File: config.mk
export PLATFORM = sky130hd
export DESIGN_NAME = tmp_result_reader_flat
export DESIGN_NICKNAME = d
export VERILOG_FILES = /design/src/rtl/tmp_result_reader_pkg.sv /design/src/rtl/tmp_result_reader_if.sv /design/src/rtl/tmp_result_reader_out_reg.sv /design/src/rtl/tmp_result_reader.sv /design/src/flat_wrapper.sv
export SDC_FILE = /design/constraint.sdc
export NUM_CORES = 1
export LEC_CHECK = 0
export ABC_AREA = 0
export CAP_MARGIN = 30
export CORE_MARGIN = 10
export CORE_UTILIZATION = 40
export DETAILED_ROUTE_END_ITERATION = 8
export GPL_TIMING_DRIVEN = 0
export SYNTH_ARGS = -nofsm -noshare
export SYNTH_HDL_FRONTEND = slang
export SYNTH_SLANG_ARGS = --single-unit
File: constraint.sdc
create_clock -name clk -period 1.55 [get_ports clk]
set_clock_uncertainty 0.15 [all_clocks]
set_input_delay 0.465 -clock clk [delete_from_list [all_inputs] [get_ports clk]]
set_output_delay 0.465 -clock clk [all_outputs]
set_load 0.02 [all_outputs]
File: src/rtl/tmp_result_reader_pkg.sv
// Shared types and helpers for the temperature-sensor result reader.
// Holds the reader state encoding and the src_n/snk strobe decode.
package tmp_pkg;

    localparam int WINDOW_LOG2_DFLT = 4;
    localparam int CODE_W_DFLT      = 12;
    localparam int ACC_W            = WINDOW_LOG2_DFLT + 2;

    typedef enum logic [1:0] {
        ST_IDLE,
        ST_ARM,
        ST_ACCUM,
        ST_PUBLISH
    } rd_state_t;

    typedef struct packed {
        logic signed [1:0] step;
        logic              conflict;
    } strobe_t;

    // src_n is active low: a source pulls the balance down, a sink pushes it up.
    function automatic strobe_t decode_strobe(input logic src_n, input logic snk);
        strobe_t r;
        r.step     = 2'sd0;
        r.conflict = 1'b0;
        case ({src_n, snk})
            2'b11:   r.step     = 2'sd1;
            2'b00:   r.step     = -2'sd1;
            2'b01:   r.conflict = 1'b1;
            default: r.step     = 2'sd0;
        endcase
        return r;
    endfunction

endpackage

File: src/rtl/tmp_result_reader_if.sv
// Valid/ready result channel from the reader to the readout logic.
interface tmp_result_reader_if
    import tmp_pkg::*;
#(
    parameter int CODE_W = CODE_W_DFLT
);
    logic signed [CODE_W-1:0] code;
    logic                     code_valid;
    logic                     code_ready;

    modport master (output code, output code_valid, input code_ready);
    modport slave  (input code, input code_valid, output code_ready);
endinterface

File: src/rtl/tmp_result_reader_out_reg.sv
// Result holding register: keeps code stable until accepted, flags a
// result that is replaced while still unaccepted.
module tmp_out_reg
    import tmp_pkg::*;
#(
    parameter int CODE_W = CODE_W_DFLT
) (
    input  logic                     clk,
    input  logic                     rst_n,
    input  logic                     load,
    input  logic signed [CODE_W-1:0] din,
    tmp_result_reader_if.master      out_if,
    output logic                     overrun
);

    logic signed [CODE_W-1:0] code_q, code_d;
    logic                     valid_q, valid_d;
    logic                     overrun_q, overrun_d;

    // A load on the accepting edge replaces the accepted code, so it is not an overrun.
    always_comb begin
        code_d    = code_q;
        valid_d   = valid_q;
        overrun_d = overrun_q;
        if (load) begin
            code_d  = din;
            valid_d = 1'b1;
            if (valid_q && !out_if.code_ready) begin
                overrun_d = 1'b1;
            end
        end else if (valid_q && out_if.code_ready) begin
            valid_d = 1'b0;
        end
    end

    always_ff @(posedge clk or negedge rst_n) begin
        if (!rst_n) begin
            code_q    <= '0;
            valid_q   <= 1'b0;
            overrun_q <= 1'b0;
        end else begin
            code_q    <= code_d;
            valid_q   <= valid_d;
            overrun_q <= overrun_d;
        end
    end

    assign out_if.code       = code_q;
    assign out_if.code_valid = valid_q;
    assign overrun           = overrun_q;

endmodule

File: src/rtl/tmp_result_reader.sv
// Accumulates the charge-balance strobes over a window of pi2 samples
// and publishes the signed temperature code through a valid/ready channel.
module tmp_result_reader
    import tmp_pkg::*;
#(
    parameter int WINDOW_LOG2 = WINDOW_LOG2_DFLT,
    parameter int CODE_W      = CODE_W_DFLT
) (
    input  logic                clk,
    input  logic                reset_n,
    input  logic                en,
    input  logic                pre_chrg,
    input  logic                pi2,
    input  logic                src_n,
    input  logic                snk,
    tmp_result_reader_if.master out_if,
    output logic                overrun,
    output logic                conflict
);

    localparam int AW    = WINDOW_LOG2 + 2;
    localparam int CNT_W = WINDOW_LOG2 + 1;
    localparam logic [CNT_W-1:0] LAST_CNT = CNT_W'((1 << WINDOW_LOG2) - 1);

    if (CODE_W < WINDOW_LOG2 + 2) begin : g_bad_code_w
        $error("CODE_W must be at least WINDOW_LOG2+2");
    end

    logic [1:0] rst_sync_q;
    logic       rst_n;

    // Assertion is immediate through the flop clears; release waits two clocks.
    always_ff @(posedge clk or negedge reset_n) begin
        if (!reset_n) begin
            rst_sync_q <= 2'b00;
        end else begin
            rst_sync_q <= {rst_sync_q[0], 1'b1};
        end
    end
    assign rst_n = rst_sync_q[1];

    rd_state_t                state_q, state_d;
    logic signed [AW-1:0]     acc_q, acc_d;
    logic [CNT_W-1:0]         cnt_q, cnt_d;
    logic                     conflict_q, conflict_d;
    logic                     pi2_q, pre_chrg_q;
    logic                     pub_q;
    logic signed [CODE_W-1:0] pub_code_q;

    strobe_t           st;
    logic signed [1:0] step_s;
    logic              sample;
    logic              pre_fall;

    assign st       = decode_strobe(src_n, snk);
    assign step_s   = st.step;
    assign sample   = pi2 & ~pi2_q;
    assign pre_fall = pre_chrg_q & ~pre_chrg;

    always_comb begin
        state_d    = state_q;
        acc_d      = acc_q;
        cnt_d      = cnt_q;
        conflict_d = conflict_q;
        case (state_q)
            ST_IDLE: begin
                acc_d = '0;
                cnt_d = '0;
                if (en) begin
                    state_d = ST_ARM;
                end
            end
            ST_ARM: begin
                if (!en) begin
                    state_d = ST_IDLE;
                end else if (pre_fall) begin
                    state_d = ST_ACCUM;
                    acc_d   = '0;
                    cnt_d   = '0;
                end
            end
            ST_ACCUM: begin
                if (!en) begin
                    state_d = ST_IDLE;
                end else if (pre_chrg) begin
                    state_d = ST_ARM;
                    acc_d   = '0;
                    cnt_d   = '0;
                end else if (sample) begin
                    acc_d      = acc_q + AW'(step_s);
                    cnt_d      = cnt_q + CNT_W'(1);
                    conflict_d = conflict_q | st.conflict;
                    if (cnt_q == LAST_CNT) begin
                        state_d = ST_PUBLISH;
                    end
                end
            end
            ST_PUBLISH: begin
                acc_d   = '0;
                cnt_d   = '0;
                state_d = en ? ST_ACCUM : ST_IDLE;
            end
            default: state_d = ST_IDLE;
        endcase
    end

    always_ff @(posedge clk or negedge rst_n) begin
        if (!rst_n) begin
            state_q    <= ST_IDLE;
            acc_q      <= '0;
            cnt_q      <= '0;
            conflict_q <= 1'b0;
            pi2_q      <= 1'b0;
            pre_chrg_q <= 1'b0;
            pub_q      <= 1'b0;
        end else begin
            state_q    <= state_d;
            acc_q      <= acc_d;
            cnt_q      <= cnt_d;
            conflict_q <= conflict_d;
            pi2_q      <= pi2;
            pre_chrg_q <= pre_chrg;
            pub_q      <= (state_q == ST_PUBLISH);
        end
    end

    // Publish stage: the window sum is captured while the accumulator restarts.
    always_ff @(posedge clk) begin
        if (state_q == ST_PUBLISH) begin
            pub_code_q <= CODE_W'(acc_q);
        end
    end

    tmp_out_reg #(
        .CODE_W (CODE_W)
    ) u_out_reg (
        .clk     (clk),
        .rst_n   (rst_n),
        .load    (pub_q),
        .din     (pub_code_q),
        .out_if  (out_if),
        .overrun (overrun)
    );

    assign conflict = conflict_q;

endmodule

File: src/flat_wrapper.sv
// flat-port wrapper written by rule: the top's interface ports become plain ports
module tmp_result_reader_flat import tmp_pkg::*;
#(
    parameter int WINDOW_LOG2 = WINDOW_LOG2_DFLT,
    parameter int CODE_W      = CODE_W_DFLT
)
  (clk, reset_n, en, pre_chrg, pi2, src_n, snk, overrun, conflict, out_if_code, out_if_code_valid, out_if_code_ready);
  tmp_result_reader_if #(.CODE_W(CODE_W)) out_if_i ();
  input  logic clk;
  input  logic reset_n;
  input  logic en;
  input  logic pre_chrg;
  input  logic pi2;
  input  logic src_n;
  input  logic snk;
  output logic overrun;
  output logic conflict;
  output wire logic [$bits(out_if_i.code)-1:0] out_if_code;
  output wire logic [$bits(out_if_i.code_valid)-1:0] out_if_code_valid;
  input wire logic [$bits(out_if_i.code_ready)-1:0] out_if_code_ready;
  assign out_if_code = out_if_i.code;
  assign out_if_code_valid = out_if_i.code_valid;
  assign out_if_i.code_ready = out_if_code_ready;
  tmp_result_reader #(.WINDOW_LOG2(WINDOW_LOG2), .CODE_W(CODE_W)) u_core (.clk(clk), .reset_n(reset_n), .en(en), .pre_chrg(pre_chrg), .pi2(pi2), .src_n(src_n), .snk(snk), .out_if(out_if_i), .overrun(overrun), .conflict(conflict));
endmodule
==> results.cfg, run 1 <==
[run_status]
outcome = finished with violations
failed_checks = setup timing

[final_layout]
fin_cells = 237
drive_above_1_share = 0.5187
fillCellCount = 327
nets = 203
antenna_cells = 0
layout_common_cells = dfrtp_1 (25), buf_6 (18), nand2_1 (12)
final_common_cell = dfrtp_1
postLayoutCellArea_um2 = 2419
area_growth_pct = 50.08

[global_routing]
grt_pass1_vias = 1243
grt_use_total = 0.1019
overflow = 0
grt_first_pass_wirelength_um = 5920
grt_max_degree = 16
antenna_found_initial = 0

[detailed_routing]
drt_iter0_markers = 33
drtPass1Iterations = 4
wl_per_cell_um = 14.59
drcViolationCount = 0
wirelength_um = 3457
avgViaCountPerCell = 5.169
num_vias = 1225
antenna_left = 0

[synth]
ys_ff_latch = 33
synth_enable_flop_cells = 6
synthArstFlopShare = 0.8182
ys_seq_area_frac = 0.5311
synthesis.area_um2 = 1612
synth-compound-area-share = 0.1304
synth.avg_cell_area_um2 = 11.43
synth_nets = 158
synth-simple-area-share = 0.1436
yosysWarnings = 0
synth_top_cell_by_area = dfrtp_1
synth-adder-area-share = 0.06988
synth_mux_area_frac = 0.04193
ys_types = 43
netlist_top_cells_area = dfrtp_1 (42%), edfxtp_1 (11%), ha_1 (7.0%), mux2_2 (4.2%), o21ai_0 (3.4%)
synth_top_family_by_area = simple AND/OR/NAND/NOR gates
synthFlopType = dfrtp_1
syn_inst = 141
yosysTopAreaCellShare = 0.4193
synth_xor_area_frac = 0.02174

[critical_path]
timing.reg2reg.setup_slack_ns = -0.53
crit_fanout = 5
cp.required_ns = 1.62
r2r-end = u_core.acc_q[5]$_DFFE_PN0P_
cp_slowest_cell = or4b_4
startpoint_type = input pin
crit_chain = buf_12, inv_12, ha_4, ha_4, or4b_4, o2111ai_2, a211oi_2, or4_1, nand3_1
critPathMaxStageDelay_ns = 0.51
r2r_cells = 6
crit_type = input pin to register
end_kind = register
cpMostUsedCell = ha_4
critPathArrivalTime_ns = 2.18
r2r_start = u_core.acc_q[3]$_DFFE_PN0P_

[placed_design]
gp_congestion = 0.7406
io_buffers = 22
hpwl_um = 2406
dp_cells = 214
post_dp_cell_area_um2 = 2028

[sta]
slew_viol_final = 0
timing.final.ws_setup_ns = -0.5604
whs_ns = 0.07607
fmax_mhz = 473.8
fin_tns_setup_ns = -2.388
final_hold_viol_count = 0
grt_setup_unrepaired = yes
post-route-period-util = 1.362
worstMarginPinSlew_ns = 0.5469
setup_viol = 10
slew-limit-headroom = 0.6354
fin_crit_ns = 2.110

[floorplanning]
start_util = 0.4088
dieArea_um2 = 6968
dieHeight_um = 83.48
num_rows = 23
ios = 23
dieWidth_um = 83.48
coreArea_um2 = 3943

[clocking]
cts_root_buffer = clkbuf_8
max-clock-path-buffers = 2
h-tree-depth = 2
cts_inserted_buffers = 5
clkLatencyLatePin_ns = 0.28
cts.sinks = 33
path_clk_slew_ns = 0.07
cts_tree = yes

[min_path]
hold_path.class = register to async pin

[job]
drv_cap = 0

[pwr]
peakVddDrop_mv = 0.5802
power_density_nw_per_um2 = 1029
power.leakage_uw = 0.001090
power.total_uw = 2488
metrics by stage:
| stage | util | setup WS (ns) |
|---|---|---|
| floorplan | - | -0.6227 |
| global placement | 0.5075 | -1.375 |
| detailed placement | 0.5144 | -1.435 |
| CTS | 0.5957 | -0.5361 |
| global route | 0.6135 | -0.6108 |
| finish | 0.6135 | -0.5604 |
critical path: cells and delay by family:
kind / cells / cell delay, ns
AND/OR/NAND/NOR: 3 / 1.01
buffers and inverters: 2 / 0.15
AO/OA/AOI/OAI: 2 / 0.16
adder cells (fa/ha/maj): 2 / 0.39
flip-flops by register name, summed over array words and instances, names as in the netlist:
name                                cells
u_core.acc_q                            6
u_core.pub_code_q                       6
u_core.u_out_reg.out_if.code            6
u_core.cnt_q                            5
u_core.rst_sync_q                       2
u_core.state_q                          2
u_core.conflict                         1
u_core.pi2_q                            1
u_core.pre_chrg_q                       1
u_core.pub_q                            1
u_core.u_out_reg.out_if.code_valid      1
u_core.u_out_reg.overrun                1
power by group:
| part | leakage, uW | total, uW | switching, uW | internal, uW |
|---|---|---|---|---|
| sequential | 0.000395 | 1020 | 54.1 | 961 |
| combinational | 0.000650 | 870 | 386 | 484 |
| clock | 0.0000450 | 603 | 293 | 310 |
kinds of logic after synthesis:
family	count (synthesis)
simple gates	40
flops	33
compound gates	31
buf+inv	17
fa+ha+maj	9
mux	6
xor+xnor	4
other cells	1
synth_stat cells (3+ instances only):
cell type,count
o21ai_0,11
inv_1,8
a21oi_1,3
edfxtp_1,6
ha_1,9
o31ai_1,3
mux2_2,6
nor2_1,4
nand2_1,14
buf_4,6
xnor2_1,3
nand2b_1,6
dfrtp_1,27
nand3_1,4
worst max path at each step:
stage / start / to / cells after the start
after floorplan: src_n / u_core.acc_q[5]$_DFFE_PN0P_ / 8
after global routing: snk / u_core.acc_q[5]$_DFFE_PN0P_ / 9
after CTS: snk / u_core.acc_q[5]$_DFFE_PN0P_ / 9
after global placement: snk / u_core.acc_q[5]$_DFFE_PN0P_ / 9
final: snk / u_core.acc_q[5]$_DFFE_PN0P_ / 9
after detailed placement: snk / u_core.acc_q[5]$_DFFE_PN0P_ / 9
layer usage:
layer / GRT usage / vias to the layer above / share of wire
li1: - / 580 / -
met1: 0.1094 / 601 / 0.42
met2: 0.1791 / 35 / 0.51
met3: 0.03809 / 9 / 0.061
met4: 0.03501 / 0 / 0.012
met5: 0 / - / 0
cell type report:
| type | count | area (um^2) | area share |
|---|---|---|---|
| repair buffers | 42 | 420.4 | 0.1738 |
| flip-flops and latches | 33 | 858.3 | 0.3549 |
| clock buffers | 6 | 72.57 | 0.03001 |
| well taps | 50 | 62.56 | 0.02587 |
| multi-input cells | 91 | 887.1 | 0.3668 |
| clock inverters | 2 | 10.01 | 0.004139 |
| inverters | 8 | 55.05 | 0.02276 |
| plain buffers | 5 | 52.55 | 0.02173 |
what timing repair did:
action	4_1_cts	5_1_grt
pin swaps	7	5
buffers inserted	16	3
endpoints found under the setup margin	28	24
gates resized for setup	115	40
hold buffers	0	0
cloned	0	1
Power figures use the tool's default switching activity.
==> inputs of run 2 (changes only) <==
--- a/config.mk
+++ b/config.mk
@@ -5,7 +5,7 @@
 export SDC_FILE = /design/constraint.sdc
 export NUM_CORES = 1
 export LEC_CHECK = 0
-export ABC_AREA = 0
+export ABC_AREA = 1
 export CAP_MARGIN = 30
 export CORE_MARGIN = 10
 export CORE_UTILIZATION = 40
==> run 2 against run 1 <==
Sequential power grew 19%. The flow still finishes with violations (setup timing). Critical endpoint is now u_core.acc_q[4]$_DFFE_PN0P_. Largest power group is now combinational logic. Hold slack gained 0.038 ns. Sequential share of layout area grew 1.5 points. Synthesized cell count grew 22%. Synthesized area grew 3.0%. Clock-buffer cell count grew 2. Final area shrank 4.1%. First-iteration DRC count grew 130%. Sequential cell count is the same. Via count grew 3.5%. Highest routed layer unchanged.
==> results.cfg, run 2 <==
[critical_path]
cp.required_ns = 1.57
crit_fanout = 3
cp_slowest_cell = ha_4
end_kind = register
r2r_start = u_core.acc_q[1]$_DFFE_PN0P_
startpoint_type = input pin
r2r-end = u_core.acc_q[4]$_DFFE_PN0P_
crit_chain = buf_8, inv_12, ha_4, inv_2, ha_4, ha_4, a21o_1, nand3_2, nand3_2, nand2_2, o21ai_2
crit_type = input pin to register
cpMostUsedCell = ha_4
critPathMaxStageDelay_ns = 0.24
timing.reg2reg.setup_slack_ns = -0.07
r2r_cells = 9
path_buf_inv = 3
critPathArrivalTime_ns = 1.68
crit_family = adder cells

[sta]
fin_crit_ns = 1.654
post-route-period-util = 1.067
final_hold_viol_count = 0
grt_setup_unrepaired = yes
setup_viol = 10
slew_viol_final = 0
timing.final.ws_setup_ns = -0.1045
fmax_mhz = 604.4

[placed_design]
post_dp_cell_area_um2 = 2064
hpwl_um = 2424
dp_cells = 245
io_buffers = 22
dp_slack_ns = -0.9985
gp_congestion = 0.7996

[final_layout]
postLayoutCellArea_um2 = 2320
layout_common_cells = nand2_1 (36), dfrtp_1 (25), buf_6 (14)
area_growth_pct = 39.71
multi_input_area_um2 = 820.8
final_common_cell = nand2_1
register_area_um2 = 858.3
fillCellCount = 332
antenna_cells = 0
fin_cells = 263
fin_util = 0.5799
nets = 229
drive_above_1_share = 0.4695

[clocking]
h-tree-depth = 2
clkLatencyLatePin_ns = 0.28
cts_tree = yes
cts_inserted_buffers = 5
max-clock-path-buffers = 2
path_clk_slew_ns = 0.07
cts.sinks = 33
cts_root_buffer = clkbuf_8

[detailed_routing]
num_vias = 1268
antenna_left = 0
wirelength_um = 3529
drcViolationCount = 0
avgViaCountPerCell = 4.821
drt_iter0_markers = 77
wl_per_cell_um = 13.42
drtPass1Iterations = 4

[synth]
ys_ff_latch = 33
synth_nets = 189
yosysWarnings = 0
synthFlopType = dfrtp_1
yosysMostFrequentCell = nand2_1
synthesis.area_um2 = 1660
synthTopCellsByCount = nand2_1 (45), dfrtp_1 (27), inv_1 (18)
ys_types = 29
yosysTopAreaCellShare = 0.4069
synth.avg_cell_area_um2 = 9.653
synth_top_cell_by_area = dfrtp_1
syn_inst = 172
netlist_top_cells_area = dfrtp_1 (41%), edfxtp_1 (11%), nand2_1 (10%), ha_1 (6.8%), inv_1 (4.1%)
synth_enable_flop_cells = 6
ys_seq_area_frac = 0.5154
synthArstFlopShare = 0.8182

[run_status]
failed_checks = setup timing
outcome = finished with violations

[floorplanning]
dieWidth_um = 84.43
dieHeight_um = 84.43
coreArea_um2 = 4000
dieArea_um2 = 7128
ios = 23
start_util = 0.4151
num_rows = 23

[global_routing]
grt_use_total = 0.09945
antenna_found_initial = 0
grt_first_pass_wirelength_um = 5796
grt_pass1_vias = 1294
grt_max_degree = 22
overflow = 0

[min_path]
hold_path.class = register to async pin

[pwr]
peakVddDrop_mv = 0.5734
power.leakage_uw = 0.001108
power_density_nw_per_um2 = 1401

[job]
drv_cap = 0
[run 2: changes by cell type in the layout (fill, tap and decap cells not counted), moves of 5 or more]
cell and change:
o21ai_1 -6, inv_1 +7, nand3_1 +5, nand2_1 +24
inv_2 +7, nor2_2 +5, nand2_2 +7
[run 2: area by class of cell]
type                       instances  area share
buffer                             7     0.03074
clock buffer                       8     0.03884
inverter                          23     0.04693
multi-input combinational        108      0.3538
sequential                        33      0.3700
tap                               50     0.02697
timing repair buffer              34      0.1327
[run 2: where the power goes]
group | switching (uW) | internal [uW] | total (uW)
registers | 141 | 1070 | 1210
clock network | 299 | 362 | 660
logic | 730 | 645 | 1380
[run 2: kinds of logic after synthesis]
group,after synthesis,share of synthesized area
xor+xnor,4,0.02110
other cells,1,0.002259
compound gates,17,0.07083
fa+ha+maj,9,0.06782
mux,6,0.04069
simple gates,71,0.1937
buf+inv,31,0.08816
flops,33,0.5154
[run 2: worst max path at each step]
stage                                           startpoint                           to  slack, ns  cells past startpoint
2_1_floorplan                                          snk  u_core.acc_q[4]$_DFFE_PN0P_      -0.20                     10
3_5_place_dp                                         src_n  u_core.acc_q[4]$_DFFE_PN0P_       -1.0                     11
6_report                                             src_n  u_core.acc_q[4]$_DFFE_PN0P_      -0.10                     11
4_1_cts        u_core.u_out_reg.out_if.code[5]$_DFFE_PN0P_               out_if_code[8]       -0.1                      2
5_1_grt                                                snk  u_core.acc_q[4]$_DFFE_PN0P_      -0.14                     10
3_3_place_gp                                         src_n  u_core.acc_q[4]$_DFFE_PN0P_      -0.95                     11
[run 2: repair_timing]
item / CTS / global route
endpoints found under the setup margin: 29 / 28
pin swaps: 15 / 24
hold buffers: 1 / 0
hold endpoints to repair: 4 / 0
resized for setup: 104 / 23
cloned: 1 / 0
setup buffers: 5 / 5
[run 2: metrics by stage]
step | hold slack [ns] | power, uW | setup TNS, ns
after global placement | 0.1911 | 2577 | -10.12
after detailed placement | -0.03052 | 2635 | -10.48
after CTS | 0.1261 | 3375 | -0.7522
after global routing | 0.1369 | 3445 | -1.137
after floorplan | 0.01941 | 2072 | -0.4549
final | 0.1140 | 3250 | -0.6308
[run 2: per-layer routing]
layer,global-route usage,routed length (um),up-vias
li1,-,-,624
met4,0.05689,78,0
met5,0,0,-
met2,0.1618,1695,43
met1,0.1048,1495,592
met3,0.04444,260,9
